### src/rtl/fp_addsub_special_pipe.sv
// Two-stage special-operand resolver for a floating-point add/sub datapath.
// Stage 1 classifies both operands; stage 2 resolves NaN/inf/zero cases and raises flags.
module fp_addsub_special_pipe #(
  parameter int EXP_W  = 5,
  parameter int FRAC_W = 10,
  localparam int W     = 1 + EXP_W + FRAC_W
) (
  input  logic         clk,
  input  logic         rst_n,
  input  logic         in_valid,
  output logic         in_ready,
  input  logic         op_sub,
  input  logic [W-1:0] a,
  input  logic [W-1:0] b,
  output logic         out_valid,
  input  logic         out_ready,
  output logic [W-1:0] result,
  output logic         exc,
  output logic         flag_invalid,
  output logic         flag_nan,
  output logic [2:0]   sticky,
  input  logic         clr_sticky
);

  typedef enum logic [2:0] {
    CLS_OTHER = 3'd0,
    CLS_ZERO  = 3'd1,
    CLS_INF   = 3'd2,
    CLS_QNAN  = 3'd3,
    CLS_SNAN  = 3'd4
  } cls_t;

  localparam logic [W-1:0] QBIT     = {{(EXP_W+1){1'b0}}, 1'b1, {(FRAC_W-1){1'b0}}};
  localparam logic [W-1:0] EXP_ONES = {1'b0, {EXP_W{1'b1}}, {FRAC_W{1'b0}}};

  function automatic cls_t classify(input logic [W-1:0] v);
    logic [EXP_W-1:0]  e;
    logic [FRAC_W-1:0] f;
    e = v[W-2:FRAC_W];
    f = v[FRAC_W-1:0];
    if (e == '0 && f == '0)      classify = CLS_ZERO;
    else if (&e && f == '0)      classify = CLS_INF;
    else if (&e && f[FRAC_W-1])  classify = CLS_QNAN;
    else if (&e)                 classify = CLS_SNAN;
    else                         classify = CLS_OTHER;
  endfunction

  // Handshake: a stage advances when it is empty or its consumer advances; a beat
  // transfers on valid & ready. in_ready is purely combinational (no skid buffer).
  logic s1_valid, s2_valid, s1_adv, s2_adv;
  assign s2_adv    = !s2_valid || out_ready;
  assign s1_adv    = !s1_valid || s2_adv;
  assign in_ready  = s1_adv;
  assign out_valid = s2_valid;

  logic [W-1:0] s1_a, s1_b;
  logic         s1_sa, s1_sb;
  cls_t         s1_ca, s1_cb;

  always_ff @(posedge clk or negedge rst_n) begin
    if (!rst_n) begin
      s1_valid <= 1'b0;
      s1_a     <= '0;
      s1_b     <= '0;
      s1_sa    <= 1'b0;
      s1_sb    <= 1'b0;
      s1_ca    <= CLS_OTHER;
      s1_cb    <= CLS_OTHER;
    end else if (s1_adv) begin
      s1_valid <= in_valid;
      if (in_valid) begin
        s1_a  <= a;
        s1_b  <= b;
        s1_sa <= a[W-1];
        s1_sb <= b[W-1] ^ op_sub;
        s1_ca <= classify(a);
        s1_cb <= classify(b);
      end
    end
  end

  logic [W-1:0] res_val;
  logic         res_exc, res_inv, res_nan;
  logic         a_nan, b_nan, any_snan;

  assign a_nan    = (s1_ca == CLS_QNAN) || (s1_ca == CLS_SNAN);
  assign b_nan    = (s1_cb == CLS_QNAN) || (s1_cb == CLS_SNAN);
  assign any_snan = (s1_ca == CLS_SNAN) || (s1_cb == CLS_SNAN);

  // Strict priority: NaN, inf-inf, inf, both zero, single zero.
  always_comb begin
    res_val = '0;
    res_exc = 1'b0;
    res_inv = 1'b0;
    res_nan = 1'b0;
    if (s1_valid) begin
      res_exc = 1'b1;
      if (a_nan) begin
        res_val = s1_a | QBIT;
        res_nan = 1'b1;
        res_inv = any_snan;
      end else if (b_nan) begin
        // B keeps its stored sign; op_sub does not flip a NaN.
        res_val = s1_b | QBIT;
        res_nan = 1'b1;
        res_inv = any_snan;
      end else if (s1_ca == CLS_INF && s1_cb == CLS_INF && s1_sa != s1_sb) begin
        res_val = EXP_ONES | QBIT;
        res_inv = 1'b1;
      end else if (s1_ca == CLS_INF) begin
        res_val = s1_a;
      end else if (s1_cb == CLS_INF) begin
        res_val = {s1_sb, EXP_ONES[W-2:0]};
      end else if (s1_ca == CLS_ZERO && s1_cb == CLS_ZERO) begin
        res_val = {s1_sa & s1_sb, {(W-1){1'b0}}};
      end else if (s1_ca == CLS_ZERO) begin
        res_val = {s1_sb, s1_b[W-2:0]};
      end else if (s1_cb == CLS_ZERO) begin
        res_val = s1_a;
      end else begin
        res_exc = 1'b0;
      end
    end
  end

  always_ff @(posedge clk or negedge rst_n) begin
    if (!rst_n) begin
      s2_valid     <= 1'b0;
      result       <= '0;
      exc          <= 1'b0;
      flag_invalid <= 1'b0;
      flag_nan     <= 1'b0;
    end else if (s2_adv) begin
      s2_valid     <= s1_valid;
      result       <= res_val;
      exc          <= res_exc;
      flag_invalid <= res_inv;
      flag_nan     <= res_nan;
    end
  end

  logic       out_xfer, out_inf;
  logic [2:0] beat_bits, sticky_nxt;

  assign out_xfer  = s2_valid && out_ready;
  assign out_inf   = (&result[W-2:FRAC_W]) && (result[FRAC_W-1:0] == '0);
  assign beat_bits = {exc & out_inf, flag_nan, flag_invalid};

  // Clear wins over history but not over the beat transferring in the same cycle.
  always_comb begin
    sticky_nxt = clr_sticky ? 3'b000 : sticky;
    if (out_xfer) sticky_nxt = sticky_nxt | beat_bits;
  end

  always_ff @(posedge clk or negedge rst_n) begin
    if (!rst_n) sticky <= 3'b000;
    else        sticky <= sticky_nxt;
  end

endmodule

### config.mk
export PLATFORM = sky130hd
export DESIGN_NAME = fp_addsub_special_pipe
export DESIGN_NICKNAME = d
export VERILOG_FILES = /design/src/rtl/fp_addsub_special_pipe.sv
export SDC_FILE = /design/constraint.sdc
export NUM_CORES = 1
export LEC_CHECK = 0
export BUFFER_PORTS_ARGS = -buffer_cell sky130_fd_sc_hd__buf_2
export CELL_PAD_IN_SITES_DETAIL_PLACEMENT = 1
export CELL_PAD_IN_SITES_GLOBAL_PLACEMENT = 2
export CORE_AREA = 2 2 98 110
export DETAILED_ROUTE_END_ITERATION = 8
export DIE_AREA = 0 0 100 112
export HOLD_SLACK_MARGIN = 0.08
export PLACE_DENSITY = 0.82
export SLEW_MARGIN = 20
export SYNTH_ARGS = -nofsm -noshare
export SYNTH_HDL_FRONTEND = slang
export SYNTH_SLANG_ARGS = --single-unit
### constraint.sdc
create_clock -name clk -period 1.9 [get_ports clk]
set_clock_uncertainty 0.2 [all_clocks]
set_input_delay 0.095 -clock clk [delete_from_list [all_inputs] [get_ports clk]]
set_output_delay 0.095 -clock clk [all_outputs]
set_load 0.03 [all_outputs]
# Word-level counts from Yosys, hierarchy flattened
# Index checks and enable logic that the tools add are counted.
# Widths: inputs -> output; s select.
[word_totals]
register_bits = 64
in_bits = 38
out_inout_bits = 24
[op_classes]
eq_ne = 9
muxes = 35
n_bitwise = 4
n_reduce_logical = 27
[op_table]
columns = ["op", "count"]
rows = [
  ["$mux 16", 9],
  ["$logic_not 10->1", 3],
  ["$mux 3", 10],
  ["$mux 1", 16],
  ["$reduce_and 5->1", 3],
  ["$eq 3x2->1 const B", 4],
  ["$logic_and 1x1->1", 11],
  ["$logic_not 5->1", 2],
  ["$eq 3x1->1 const B", 2],
  ["$eq 3x3->1 const B", 2],
  ["$logic_or 1x1->1", 5],
  ["$or 3x3->3", 1],
  ["$and 1x1->1", 2],
  ["$logic_not 1->1", 2],
  ["$reduce_and 2->1", 1],
  ["$ne 1x1->1", 1],
  ["$xor 1x1->1", 1],
]

# Logic depth before layout (Yosys ltp)
[depth]
depth_word = 10
mapped_depth = 7
mapped_depth_nobuf = 5

# Worst setup path before layout
# Ideal clock, no wire load.
[synth_timing]
kind = "register to register"
from = "reg s2_valid (netlist: out_valid)"
to = "reg s1_a[0]"
setup_time_ns = 0.125
t_arrival_ns = 1.868
slack_ns = -0.293
stages_incl_launch_ff = 6
synth_period_minus_slack_ns = 2.193
cell_sequence = "dfrtp_1 nor2b_1 nand2_1 nand2_1 buf_2 mux2_2"
[synth_between]
elab_chain_len = 4
[synth_lines]
columns = ["item", "line", "source"]
rows = [
  ["start: declaration", "50", "logic s1_valid, s2_valid, s1_adv, s2_adv;"],
  ["start signal: assignment", "134", "s2_valid <= s1_valid;"],
  ["$logic_not 1->1", "51", "assign s2_adv = !s2_valid || out_ready;"],
  ["$logic_or 1x1->1", "51", ""],
  ["$logic_or 1x1->1", "52", "assign s1_adv = !s1_valid || s2_adv;"],
  ["net in_ready", "11", "output logic in_ready,"],
  ["$reduce_and 2->1 (no line)", "--", ""],
  ["end signal: assignment", "63", "s1_a <= '0;"],
  ["end signal: assignment", "72", "s1_a <= a;"],
  ["end: declaration", "56", "logic [W-1:0] s1_a, s1_b;"],
]
# The timed path passes the listed nets, and every way through them passes these cells.
# A chain may end at the register's enable or synchronous reset.

# Worst setup path in the final report
[layout_timing]
from = "reg s1_cb[0]"
to = "reg result[0]"
[layout_between]
elab_chain_len = 10
[layout_lines]
columns = ["item", "line", "source"]
rows = [
  ["start: declaration", "58", "cls_t s1_ca, s1_cb;"],
  ["start signal: assignment", "77", "s1_cb <= classify(b);"],
  ["$eq 3x1->1", "114, 118", ""],
  ["$mux 16", "118", "end else if (s1_cb == CLS_ZERO) begin"],
  ["$mux 16", "116", "end else if (s1_ca == CLS_ZERO) begin"],
  ["$mux 16", "114", "end else if (s1_ca == CLS_ZERO && s1_cb == CLS_ZERO) begin"],
  ["$mux 16", "112", "end else if (s1_cb == CLS_INF) begin"],
  ["$mux 16", "110", "end else if (s1_ca == CLS_INF) begin"],
  ["$mux 16", "107", "end else if (s1_ca == CLS_INF && s1_cb == CLS_INF && s1_sa != s1_sb) begin"],
  ["$mux 16 *", "102", "end else if (b_nan) begin"],
  ["$mux 16 *", "98", "if (a_nan) begin"],
  ["$mux 16 *", "96", "if (s1_valid) begin"],
  ["end signal: assignment", "135", "result <= res_val;"],
  ["end: declaration", "17", "output logic [W-1:0] result,"],
]
# Mark *: on every way between the ends. The rest lies on a longest branch, timed or not.

==> summary.txt <==
antenna violations before repair -> 0
wire per inst -> 18.4 um
Unique masters post-synth -> 48
Slew @ Worst Pin -> 0.400 ns
Max-slew headroom -> 0.732
critical path data required time -> 1.91 ns
DP Worst Slack -> -0.163 ns
CTS tree -> yes
first-pass GRT wire length -> 16,600 um
fmax -> 480 MHz
antenna-violating nets left -> 0
Final Setup Violations -> 16
internal power -> 2.79 mW
Clock Sinks -> 63
Clock Latency Late Sink -> 0.33 ns
Flop pwr share -> 0.412
Routed WL -> 10,300 um
pin count of the biggest net entering global routing -> 64
fill cell count -> 1,130
global route overflow -> 0
post-layout util -> 0.461
Comb pwr share -> 0.150
Placer Congestion -> 0.844
syn nets -> 326
Die Ht -> 112 um
Synth Instances -> 287
Worst Path Arrival -> 2.09 ns
Final #Nets -> 468
number of synthesized register bits -> 63
maximum net fanout on the critical path -> 8
area of the die -> 11,200 um^2
Setup CP Type -> reg2reg
top post-synthesis cells by area -> dfrtp_1, mux2_2, nand2_1
Multi-input gate area -> 1550 um^2
final worst-path cycle share -> 1.10
row cnt -> 39
syn avg cell area -> 11.0 um^2
post-layout min period -> 2.08 ns
Total Routing Usage GR -> 0.191
# port buffers -> 61
critical path capture point type -> register
Clock power frac -> 0.438
Die W -> 100 um
PD cells -> 815 nW/um^2
total CTS buffers -> 9
share of layout cells above drive strength 1 -> 0.417
Slew Limit Fails -> 0
status -> finished with violations
via-per-instance ratio -> 5.23
vias in the first global route -> 3,196
Synthesis Warnings -> 0
TritonRoute pass-1 iters -> 4
sequential fraction of the synthesis area -> 0.500
Ports -> 62
failing checks -> negative setup slack
Hold Worst Slack -> 0.0969 ns
H-tree levels -> 3
post-synth design cell area -> 3150 um^2
CTS root buffer -> clkbuf_16
worst vdd ir -> 0.000722 V
Yosys top cell area share -> 0.500
Initial Util -> 0.311
NetSw -> 1.02 mW
fin worst setup slack -> -0.182 ns
Final Hold Fails -> 0
via count -> 2,912
Clock transition at path regs -> 0.06 ns
post-DP HPWL -> 7050 um
Critical Path Source Type -> register
Initial DRC Count -> 111
area leader, netlist -> dfrtp_1
LEAKAGE -> 2.13 nW
drc violations -> 0
clock buffer depth -> 2
worst min-delay path category -> in2async
Reg area -> 1580 um^2
Core Area -> 10,100 um^2
RSZ-0062 raised after global routing -> true
synth-to-layout area growth -> 48.4%
sw frac -> 0.269
n_diodes -> 0
Max Cap Viol -> 0
==> logic make-up (layout without fill, tap and decap cells) <==
logic type / count (synthesis) / in the layout / share of synthesized area
simple gates: 107 / 107 / 0.189
flops: 63 / 63 / 0.500
compound gates: 61 / 61 / 0.152
mux: 32 / 32 / 0.114
buf+inv: 21 / 168 / 0.0349
xor+xnor: 2 / 2 / 0.00556
fa+ha+maj: 1 / 1 / 0.00397
==> placed cells by master, fill, tap and decap left out, drive strengths merged, types with 3 or more instances in the layout <==
cell	synthesis	final
a21oi	8	8
a221o	9	9
a22o	4	4
a22oi	5	5
and2	14	14
buf	12	107
clkbuf	2	9
dfrtp	63	63
dlygate4sd3	0	38
inv	7	9
mux2	32	32
nand2	29	29
nand2b	5	5
nand3	11	11
nor2	14	14
nor3	6	6
nor3b	8	8
nor4	5	5
nor4b	3	3
o21ai	11	11
o221ai	7	7
o22ai	7	7
or3b	3	3
==> critical path, stage by stage, from the launching register on <==
cell     delay [ns]
dfrtp_1        0.42
or3b_4         0.43
and2_4         0.16
a32oi_4        0.27
a21oi_4        0.14
a221o_1        0.34
==> cells in the mapped netlist (all sizes together) <==
cell type and instances:
o22ai 7, dfrtp 63, o31ai 1, mux2 32
clkbuf 2, buf 12, nor4 5, nand2 29
nor2b 2, ha 1, nand3 11, nand2b 5
or4 2, nor3 6, a32oi 2, o221ai 7
and4b 1, or3b 3, nor4b 3, a22oi 5
a32o 2, or2 2, and2b 1, nor3b 8
nand3b 1, a41oi 1, nor2 14, xnor2 2
a22o 4, a31oi 1, o211ai 1, a221o 9
o21ai 11, and2 14, a21o 1, o21a 1
a21oi 8, inv 7
==> final timing paths <==
kind,depth (start not counted),start,end,slack (ns)
hold / removal,3,rst_n,s1_a[2],0.1
max in group asynchronous,3,rst_n,s1_a[13],1.09
setup reg to reg,5,s1_cb[0],result[0],-0.18
min in group clk,1,s1_b[3],s1_b[3],0.31
setup / recovery,5,s1_cb[0],result[0],-0.18
hold reg to reg,1,s1_b[3],s1_b[3],0.31
==> routing by layer <==
layer,share of wire,track usage,up-vias
li1,-,-,1352
met1,0.41,0.229,1494
met2,0.54,0.350,57
met3,0.024,0.0282,9
met4,0.016,0.0603,0
met5,0,0,-
==> cell type report <==
| cell class | count | share of cell area |
|---|---|---|
| Sequential cell | 63 | 0.337 |
| Multi-Input combinational cell | 203 | 0.330 |
| Timing Repair Buffer | 145 | 0.228 |
| Clock buffer | 9 | 0.0482 |
| Tap cell | 123 | 0.0329 |
| Clock inverter | 7 | 0.0171 |
| Inverter | 7 | 0.00562 |
==> power groups by stage <==
stage	clock, mW	combinational (mW)	sequential (mW)
finish	1.67	0.572	1.57
global route	1.74	0.624	1.58
CTS	1.70	0.567	1.57
detailed placement	0	0.493	1.59
global placement	0	0.483	1.58
floorplan	0	0.247	1.59
==> stage by stage <==
stage | instances | total power, mW | instance area (um^2) | TNS, ns
final | 557 | 3.81 | 4680 | -1.79
after global routing | 557 | 3.95 | 4680 | -2.93
after CTS | 557 | 3.83 | 4650 | -1.36
after detailed placement | 496 | 2.08 | 3860 | -2.32
after global placement | 496 | 2.07 | 3860 | -1.80
after floorplan | 287 | 1.84 | 3160 | -0.863
==> state kept, by name, indices dropped and copies added, names as in the netlist <==
| register | cells |
|---|---|
| s1_valid | 1 |
| out_valid | 1 |
| s1_ca | 3 |
| result | 16 |
| s1_b | 16 |
| s1_sb | 1 |
| s1_cb | 3 |
| exc | 1 |
| flag_nan | 1 |
| s1_a | 16 |
| sticky | 3 |
| flag_invalid | 1 |
==> what timing repair did <==
item / in CTS / in global routing
resized for setup: 12 / 8
hold buffers: 38 / 0
pin swaps: 15 / 8
hold endpoints to repair: 107 / 0
setup buffers: 8 / 0
setup endpoints to repair: 17 / 45
(Power assumes the default switching activity.)
